$ cat src/rtl/branch_predictor_if.sv
// Signal bundle between fetch/EX stages and the branch predictor:
// zero-latency lookup, EX-stage training and prediction statistics.
interface branch_predictor_if;
    logic [31:0] lookup_pc;
    logic        hit;
    logic        predict_taken;
    logic [31:0] next_pc_pred;
    logic        update_en;
    logic [31:0] update_pc;
    logic        update_taken;
    logic [31:0] update_target;
    logic        update_mispredict;
    logic [31:0] branch_count;
    logic [31:0] mispredict_count;

    modport slave (
        input  lookup_pc, update_en, update_pc, update_taken,
               update_target, update_mispredict,
        output hit, predict_taken, next_pc_pred,
               branch_count, mispredict_count
    );

    modport master (
        output lookup_pc, update_en, update_pc, update_taken,
               update_target, update_mispredict,
        input  hit, predict_taken, next_pc_pred,
               branch_count, mispredict_count
    );
endinterface

$ cat src/rtl/branch_predictor.sv
// Direct-mapped branch target buffer with 2-bit saturating direction counters,
// combinational fetch lookup, registered EX-stage training and saturating stats.
module branch_predictor #(
    parameter  int ENTRIES = 8,
    localparam int IDX_W   = $clog2(ENTRIES)
) (
    input  logic              CLK,
    input  logic              nRST,
    branch_predictor_if.slave bp
);
    localparam int TAG_W = 30 - IDX_W;

    logic             r_valid  [ENTRIES];
    logic [TAG_W-1:0] r_tag    [ENTRIES];
    logic [31:0]      r_target [ENTRIES];
    logic [1:0]       r_ctr    [ENTRIES];
    logic [31:0]      r_branch_count;
    logic [31:0]      r_mispredict_count;

    logic [IDX_W-1:0] w_lk_idx;
    logic [TAG_W-1:0] w_lk_tag;
    logic             w_lk_hit;
    logic             w_lk_taken;
    logic [IDX_W-1:0] w_up_idx;
    logic [TAG_W-1:0] w_up_tag;
    logic             w_up_hit;
    logic [1:0]       w_ctr_inc;
    logic [1:0]       w_ctr_dec;
    logic             w_unused_lsbs;

    assign w_lk_idx      = bp.lookup_pc[IDX_W+1:2];
    assign w_lk_tag      = bp.lookup_pc[31:IDX_W+2];
    assign w_up_idx      = bp.update_pc[IDX_W+1:2];
    assign w_up_tag      = bp.update_pc[31:IDX_W+2];
    assign w_unused_lsbs = ^bp.update_pc[1:0];

    // Lookup reads the registered table directly, so a same-cycle update is not bypassed.
    assign w_lk_hit   = r_valid[w_lk_idx] && (r_tag[w_lk_idx] == w_lk_tag);
    assign w_lk_taken = w_lk_hit && r_ctr[w_lk_idx][1];
    assign w_up_hit   = r_valid[w_up_idx] && (r_tag[w_up_idx] == w_up_tag);

    assign bp.hit              = w_lk_hit;
    assign bp.predict_taken    = w_lk_taken;
    assign bp.next_pc_pred     = w_lk_taken ? r_target[w_lk_idx] : bp.lookup_pc + 32'd4;
    assign bp.branch_count     = r_branch_count;
    assign bp.mispredict_count = r_mispredict_count;

    always_comb begin
        w_ctr_inc = r_ctr[w_up_idx];
        w_ctr_dec = r_ctr[w_up_idx];
        if (r_ctr[w_up_idx] != 2'b11) begin
            w_ctr_inc = r_ctr[w_up_idx] + 2'd1;
        end
        if (r_ctr[w_up_idx] != 2'b00) begin
            w_ctr_dec = r_ctr[w_up_idx] - 2'd1;
        end
    end

    // A taken miss allocates at weakly-taken, evicting whatever aliased into the slot.
    always_ff @(posedge CLK or negedge nRST) begin
        if (!nRST) begin
            for (int i = 0; i < ENTRIES; i++) begin
                r_valid[i]  <= 1'b0;
                r_tag[i]    <= '0;
                r_target[i] <= '0;
                r_ctr[i]    <= 2'b01;
            end
        end else if (bp.update_en) begin
            if (w_up_hit) begin
                if (bp.update_taken) begin
                    r_ctr[w_up_idx]    <= w_ctr_inc;
                    r_target[w_up_idx] <= bp.update_target;
                end else begin
                    r_ctr[w_up_idx]    <= w_ctr_dec;
                end
            end else if (bp.update_taken) begin
                r_valid[w_up_idx]  <= 1'b1;
                r_tag[w_up_idx]    <= w_up_tag;
                r_target[w_up_idx] <= bp.update_target;
                r_ctr[w_up_idx]    <= 2'b10;
            end
        end
    end

    always_ff @(posedge CLK or negedge nRST) begin
        if (!nRST) begin
            r_branch_count     <= '0;
            r_mispredict_count <= '0;
        end else if (bp.update_en) begin
            if (r_branch_count != 32'hFFFF_FFFF) begin
                r_branch_count <= r_branch_count + 32'd1;
            end
            if (bp.update_mispredict && (r_mispredict_count != 32'hFFFF_FFFF)) begin
                r_mispredict_count <= r_mispredict_count + 32'd1;
            end
        end
    end
endmodule

$ cat src/flat_wrapper.sv
// flat-port wrapper written by rule: the top's interface ports become plain ports
module branch_predictor_flat 
#(
    parameter  int ENTRIES = 8,
    localparam int IDX_W   = $clog2(ENTRIES)
)
  (CLK, nRST, bp_lookup_pc, bp_update_en, bp_update_pc, bp_update_taken, bp_update_target, bp_update_mispredict, bp_hit, bp_predict_taken, bp_next_pc_pred, bp_branch_count, bp_mispredict_count);
  branch_predictor_if bp_i ();
  input  logic CLK;
  input  logic nRST;
  input wire logic [$bits(bp_i.lookup_pc)-1:0] bp_lookup_pc;
  input wire logic [$bits(bp_i.update_en)-1:0] bp_update_en;
  input wire logic [$bits(bp_i.update_pc)-1:0] bp_update_pc;
  input wire logic [$bits(bp_i.update_taken)-1:0] bp_update_taken;
  input wire logic [$bits(bp_i.update_target)-1:0] bp_update_target;
  input wire logic [$bits(bp_i.update_mispredict)-1:0] bp_update_mispredict;
  output wire logic [$bits(bp_i.hit)-1:0] bp_hit;
  output wire logic [$bits(bp_i.predict_taken)-1:0] bp_predict_taken;
  output wire logic [$bits(bp_i.next_pc_pred)-1:0] bp_next_pc_pred;
  output wire logic [$bits(bp_i.branch_count)-1:0] bp_branch_count;
  output wire logic [$bits(bp_i.mispredict_count)-1:0] bp_mispredict_count;
  assign bp_i.lookup_pc = bp_lookup_pc;
  assign bp_i.update_en = bp_update_en;
  assign bp_i.update_pc = bp_update_pc;
  assign bp_i.update_taken = bp_update_taken;
  assign bp_i.update_target = bp_update_target;
  assign bp_i.update_mispredict = bp_update_mispredict;
  assign bp_hit = bp_i.hit;
  assign bp_predict_taken = bp_i.predict_taken;
  assign bp_next_pc_pred = bp_i.next_pc_pred;
  assign bp_branch_count = bp_i.branch_count;
  assign bp_mispredict_count = bp_i.mispredict_count;
  branch_predictor #(.ENTRIES(ENTRIES)) u_core (.CLK(CLK), .nRST(nRST), .bp(bp_i));
endmodule
$ cat config.mk
export PLATFORM = sky130hd
export DESIGN_NAME = branch_predictor_flat
export DESIGN_NICKNAME = d
export VERILOG_FILES = /design/src/rtl/branch_predictor_if.sv /design/src/rtl/branch_predictor.sv /design/src/flat_wrapper.sv
export SDC_FILE = /design/constraint.sdc
export NUM_CORES = 1
export LEC_CHECK = 0
export ABC_AREA = 1
export BUFFER_PORTS_ARGS = -buffer_cell sky130_fd_sc_hd__buf_2
export CORE_MARGIN = 10
export CORE_UTILIZATION = 40
export DETAILED_ROUTE_END_ITERATION = 8
export GPL_ROUTABILITY_DRIVEN = 0
export PLACE_DENSITY = 0.63
export SLEW_MARGIN = 5
export SYNTH_ARGS = -nofsm -noshare
export SYNTH_HDL_FRONTEND = slang
export SYNTH_SLANG_ARGS = --single-unit
$ cat constraint.sdc
create_clock -name CLK -period 5.12 [get_ports CLK]
set_clock_uncertainty 0.05 [all_clocks]
set_input_delay 0.512 -clock CLK [delete_from_list [all_inputs] [get_ports CLK]]
set_output_delay 0.512 -clock CLK [all_outputs]
set_load 0.02 [all_outputs]
; Yosys cells after proc, flatten, opt, wreduce, memory -nomap -nowiden
; Index checks and enable logic that the tools add are counted.
[totals]
regBits = 560
in_bits = 101
word_cells = 105
[classes]
reduce_logical = 12
n_addsub = 5
bitwise_logic = 7
n_lt_le_gt_ge = 3
n_eq_ne = 5
muxes = 39
[ops]
columns = operator, count
row1 = $bwmux W256, 1
row2 = $bwmux W216, 1
row3 = $bmux W27 S3, 2
row4 = $mux W27, 5
row5 = $mux W32, 4
row6 = $bmux W32 S3, 1
row7 = $demux W32 S3, 1
row8 = $demux W27 S3, 1
row9 = $add A32 B1 Y32 const B, 2
row10 = $ne A32 B32 Y1 const B, 2
row11 = $eq A27 B27 Y1, 2
row12 = $mux W16, 3
row13 = $add A32 B3 Y32 const B, 1
row14 = $bwmux W16, 2
row15 = $or A8 B8 Y8, 2
row16 = $mux W2, 7
row17 = $bmux W2 S3, 2
row18 = $and A8 B8 Y8, 1
row19 = $ge A4 B4 Y1 const B, 2
row20 = $not A3 Y4, 2
row21 = $not A8 Y8, 1
row22 = $reduce_and A2 Y1, 4
row23 = $bmux W1 S3, 2
row24 = $demux W2 S3, 1
row25 = 10 further kinds, 19

; Logic depth before layout (Yosys ltp)
[depth]
ltp_word = 9
ltp_mapped = 21
mapped_depth_nobuf = 17

; Worst setup path before layout
; No wires, ideal clock.
[synth_timing]
path_kind = input to output
start = input port bp_lookup_pc[2]
end = output port bp_next_pc_pred[0]
t_arrival_ns = 2.688
cell_stages = 15
setup_slack_ns = 1.870
required_time_ns = 4.558
path_buffers = 4
path_cell_list = buf_4 > buf_2 > o21ai_0 > nand2_1 > mux2i_1 > nand2_1 > inv_1 > nand2_1 > nor2_1 > nand3_1 > nor2_4 > nand2_1 > buf_2 > buf_2 > o21ai_0
[synth_between]
elab_chain_len = 8
elab_cells_between_ends = 17
[synth_lines]
columns = element, line_no
row1 = "start, declared", flat_wrapper.sv:11  ; input wire logic [$bits(bp_i.lookup_pc)-1:0] bp_lookup_pc;
row2 = $not A3 Y4 (implied by the code) (*), "branch_predictor.sv:38, branch_predictor.sv:39, branch_predictor.sv:44"
row3 = $bmux W27 S3, branch_predictor.sv:38  ; assign w_lk_hit = r_valid[w_lk_idx] && (r_tag[w_lk_idx] == w_lk_tag);
row4 = $mux W27 (implied by the code) (2 in a row), branch_predictor.sv:38
row5 = $eq A27 B27 Y1, branch_predictor.sv:38
row6 = $logic_and A1 B1 Y1, branch_predictor.sv:38
row7 = $logic_and A1 B1 Y1, branch_predictor.sv:39  ; assign w_lk_taken = w_lk_hit && r_ctr[w_lk_idx][1];
row8 = $mux W32 (*), branch_predictor.sv:44  ; assign bp.next_pc_pred = w_lk_taken ? r_target[w_lk_idx] : bp.lookup_pc + 32'd4;
row9 = "end, declared", flat_wrapper.sv:19  ; output wire logic [$bits(bp_i.next_pc_pred)-1:0] bp_next_pc_pred;
; Mark *: on every way between the ends. The rest lies on a longest branch, timed or not. The select of a mux whose other input is x is not followed.

; Worst setup path after layout
[layout_timing]
start = input port bp_lookup_pc[3]
end = output port bp_next_pc_pred[6]
[layout_between]
elab_chain_len = 8
elab_cells_between_ends = 18
[layout_lines]
columns = element, line_no
row1 = $not A3 Y4 (implied by the code), "branch_predictor.sv:38, branch_predictor.sv:39, branch_predictor.sv:44"
row2 = $bmux W27 S3, branch_predictor.sv:38
row3 = $mux W27 (implied by the code) (2 in a row), branch_predictor.sv:38
row4 = $eq A27 B27 Y1, branch_predictor.sv:38
row5 = $logic_and A1 B1 Y1, branch_predictor.sv:38
row6 = $logic_and A1 B1 Y1, branch_predictor.sv:39
row7 = $mux W32 (*), branch_predictor.sv:44
; Marks and branches as above.

==> out/metrics.yaml <==
p_total_uw: 13400
startpoint: "bp_lookup_pc[3]"
synth_commonest_cells: "nand2_1 (1,159), dfrtp_1 (552), o21ai_0 (459)"
clockBufferDepth: 3
max_slew_margin: 0.356
synthArstFlopShare: 1.00
worst-path-buf-inv: 4
peakVddDrop_uv: 235
fmax_mhz: 240
max_stage_delay_ns: 0.50
finalCriticalPeriod_ns: 4.16
die_y_um: 296
row_count: 101
cp_max_fo: 26
synthSimpleGateAreaFrac: 0.259
multi_input_area_um2: 13900
hold_class: "in -> reg"
synth-main-ff-cell: "dfrtp_1"
crit_chain: "buf_4 > inv_2 > o211ai_1 > nand2_1 > nand2_1 > nand2_1 > nand2_1 > nand2_1 > nand2_1 > nor2_1 > nand3_1 > nor2_4 > nand2_2 > buf_4 > o21ai_0 > buf_2"
slew_viol_final: 0
maxCapViolations: 0
cts_made_buffers: 68
timing.rr.end: "u_core.r_tag[63]$_DFFE_PN0P_"
yosysTopAreaCell: "dfrtp_1"
layout-drive-gt1-share: 0.0977
whs_endpoint: "u_core.r_target[28]$_DFFE_PN0P_"
fin_crit_sh: 0.813
crit_slowest_cell: "inv_2"
synth.top_cell.area_share: 0.453
reg2reg_slack_ns: 2.11
hold_buffers: 1
syn_inst: 4075
synthAdderAreaFrac: 0.00123
critPathTopFamily: "buffers and inverters"
synthXorXnorAreaFrac: 0.0259
synth.area.top_cells: "dfrtp_1 (45%), nand2_1 (14%), o21ai_0 (7.5%), nor2_1 (5.2%), inv_1 (4.2%)"
clk_pin_slew_ns: 0.06
p_leak_uw: 0.0167
cp.required_ns: 4.56
worst_pin_slew_ns: 0.967
syn_area_um2: 30500
hold_viol: 0
p_per_area_nw_per_um2: 389
setup_violations: 0
insertion_delay_ns: 0.63
drt_iter0_drc: 2740
wl_per_cell_um: 19.4
antenna_found_initial: 12
muxShareOfSynthArea: 0.000329
grt_first_pass_wirelength_um: 157000
ys_warn_count: 0
dpl.hpwl_um: 63900
avgSynthCellArea_um2: 7.48
cts.sinks: 560
fin_nets: 4259
hold_start: "bp_update_target[28]"
drt-vias-per-instance: 5.39
htreeDepth: 3
n_fill_cell: 7607
io_pins: 199
drt_pass1_iterations: 6
rsz0062_at_grt: "false"
cp_num_cells: 16
syn_nets: 4179
grt_pass1_vias: 26400
timing.setup.tns_ns: 0
ctsRootBufferMaster: "clkbuf_16"
start_kind: "input pin"
min_path_cells: 3
seqCellArea_um2: 14000
r2r-start: "u_core.r_tag[157]$_DFFE_PN0P_"
yosysMostFrequentCell: "nand2_1"
cts_resized: 0
critPathKind: "in -> out"
track_usage: 0.228
arrival_ns: 3.60
design.die.area_um2: 87600
wirelength_um: 101000
critical_path.endpoint_type: "output pin"
portBuffers: 196
grt_overflow: 0
path_common_cell: "nand2_1"
postCtsSetupRepairBufs: 0
syn2layout_area_growth_pct: 12.6
grt_max_degree: 166
drc: 0
postRouteAntennaNets: 0
synth_compound_area_frac: 0.170
tritoncts: "built"
start_util: 0.402
status: "finished clean"
synth_top_family_by_area: "simple AND/OR/NAND/NOR gates"
r2r_cells: 11
core_area_um2: 75700
die_w_um: 296
ys_seq_area_frac: 0.460
synth_seq_cells: 560
synth_edf_count: 0
synth_cell_types: 40
via_count: 28000
==> through the flow <==
| stage | hold WS (ns) | cell area, um2 | utilization | setup slack, ns | std cells |
|---|---|---|---|---|---|
| 2_1_floorplan | 0.166 | 30500 | - | 1.87 | 4075 |
| 3_3_place_gp | 0.394 | 32000 | 0.422 | 0.996 | 5062 |
| 3_5_place_dp | 0.399 | 32000 | 0.422 | 1.06 | 5062 |
| 4_1_cts | 0.0674 | 34300 | 0.453 | 1.03 | 5184 |
| 5_1_grt | 0.104 | 34300 | 0.453 | 0.719 | 5186 |
| 6_report | 0.0955 | 34300 | 0.453 | 0.959 | 5188 |
==> power breakdown <==
group          total (uW)  internal, uW  switching, uW
combinational        2510           926           1580
sequential           5830          5300            528
clock                5020          2990           2030
total               13300          9210           4140
==> how the worst max path moves through the flow <==
stage | slack (ns) | endpoint
detailed placement | 1.06 | bp_next_pc_pred[5]
global placement | 1.0 | bp_next_pc_pred[5]
finish | 0.96 | bp_next_pc_pred[6]
floorplan | 1.87 | bp_next_pc_pred[0]
CTS | 1.03 | bp_next_pc_pred[6]
global route | 0.72 | bp_next_pc_pred[5]
==> sequential cells by signal, indices dropped and copies added (netlist names) <==
signal / cells
u_core.bp.branch_count: 32
u_core.bp.mispredict_count: 32
u_core.r_ctr: 16
u_core.r_tag: 216
u_core.r_target: 256
u_core.r_valid: 8
==> per-layer routing <==
layer | vias up | wire length, um | track usage | part of all wire
li1 | 13400 | - | - | -
met1 | 13400 | 43500 | 0.311 | 0.43
met2 | 1002 | 45600 | 0.359 | 0.45
met3 | 193 | 8240 | 0.0453 | 0.082
met4 | 8 | 3280 | 0.0786 | 0.033
met5 | - | 55 | 0 | 0.00055
==> area by class of cell <==
cell class | instances | share of cell area
Antenna cell | 4 | 0.000292
Tap cell | 978 | 0.0357
Clock inverter | 21 | 0.00835
Sequential cell | 560 | 0.409
Clock buffer | 100 | 0.0593
Multi-Input combinational cell | 2937 | 0.406
Inverter | 347 | 0.0381
Timing Repair Buffer | 241 | 0.0433
==> worst reg2reg max path, stage by stage, from the launching register on <==
cell and delay (ns):
dfrtp_1 0.39, or2_2 0.29, nand3_1 0.07, nand2_1 0.07, o21ai_1 0.41, nand2_1 0.17, nor2_1 0.15, nand3_1 0.13
nor2_4 0.26, nand2_8 0.21, nand2_8 0.43, o21ai_0 0.22
==> kinds of logic after synthesis <==
group,Yosys count
simple gates,1914
compound gates,929
buf+inv,578
flops,560
xor+xnor,90
fa+ha+maj,3
mux,1
==> placed cells by master (no fill, tap or decap), types with 64 or more instances in the layout <==
cell / synthesis / final
a21oi_1: 145 / 145
buf_2: 48 / 192
clkbuf_16: 0 / 70
dfrtp_1: 552 / 552
inv_1: 338 / 336
nand2_1: 1159 / 1158
nand3_1: 214 / 214
nor2_1: 423 / 418
o211ai_1: 77 / 77
o21a_1: 64 / 64
o21ai_0: 459 / 459
o21ai_1: 117 / 117
xor2_1: 71 / 71
(Power assumes the default switching activity.)
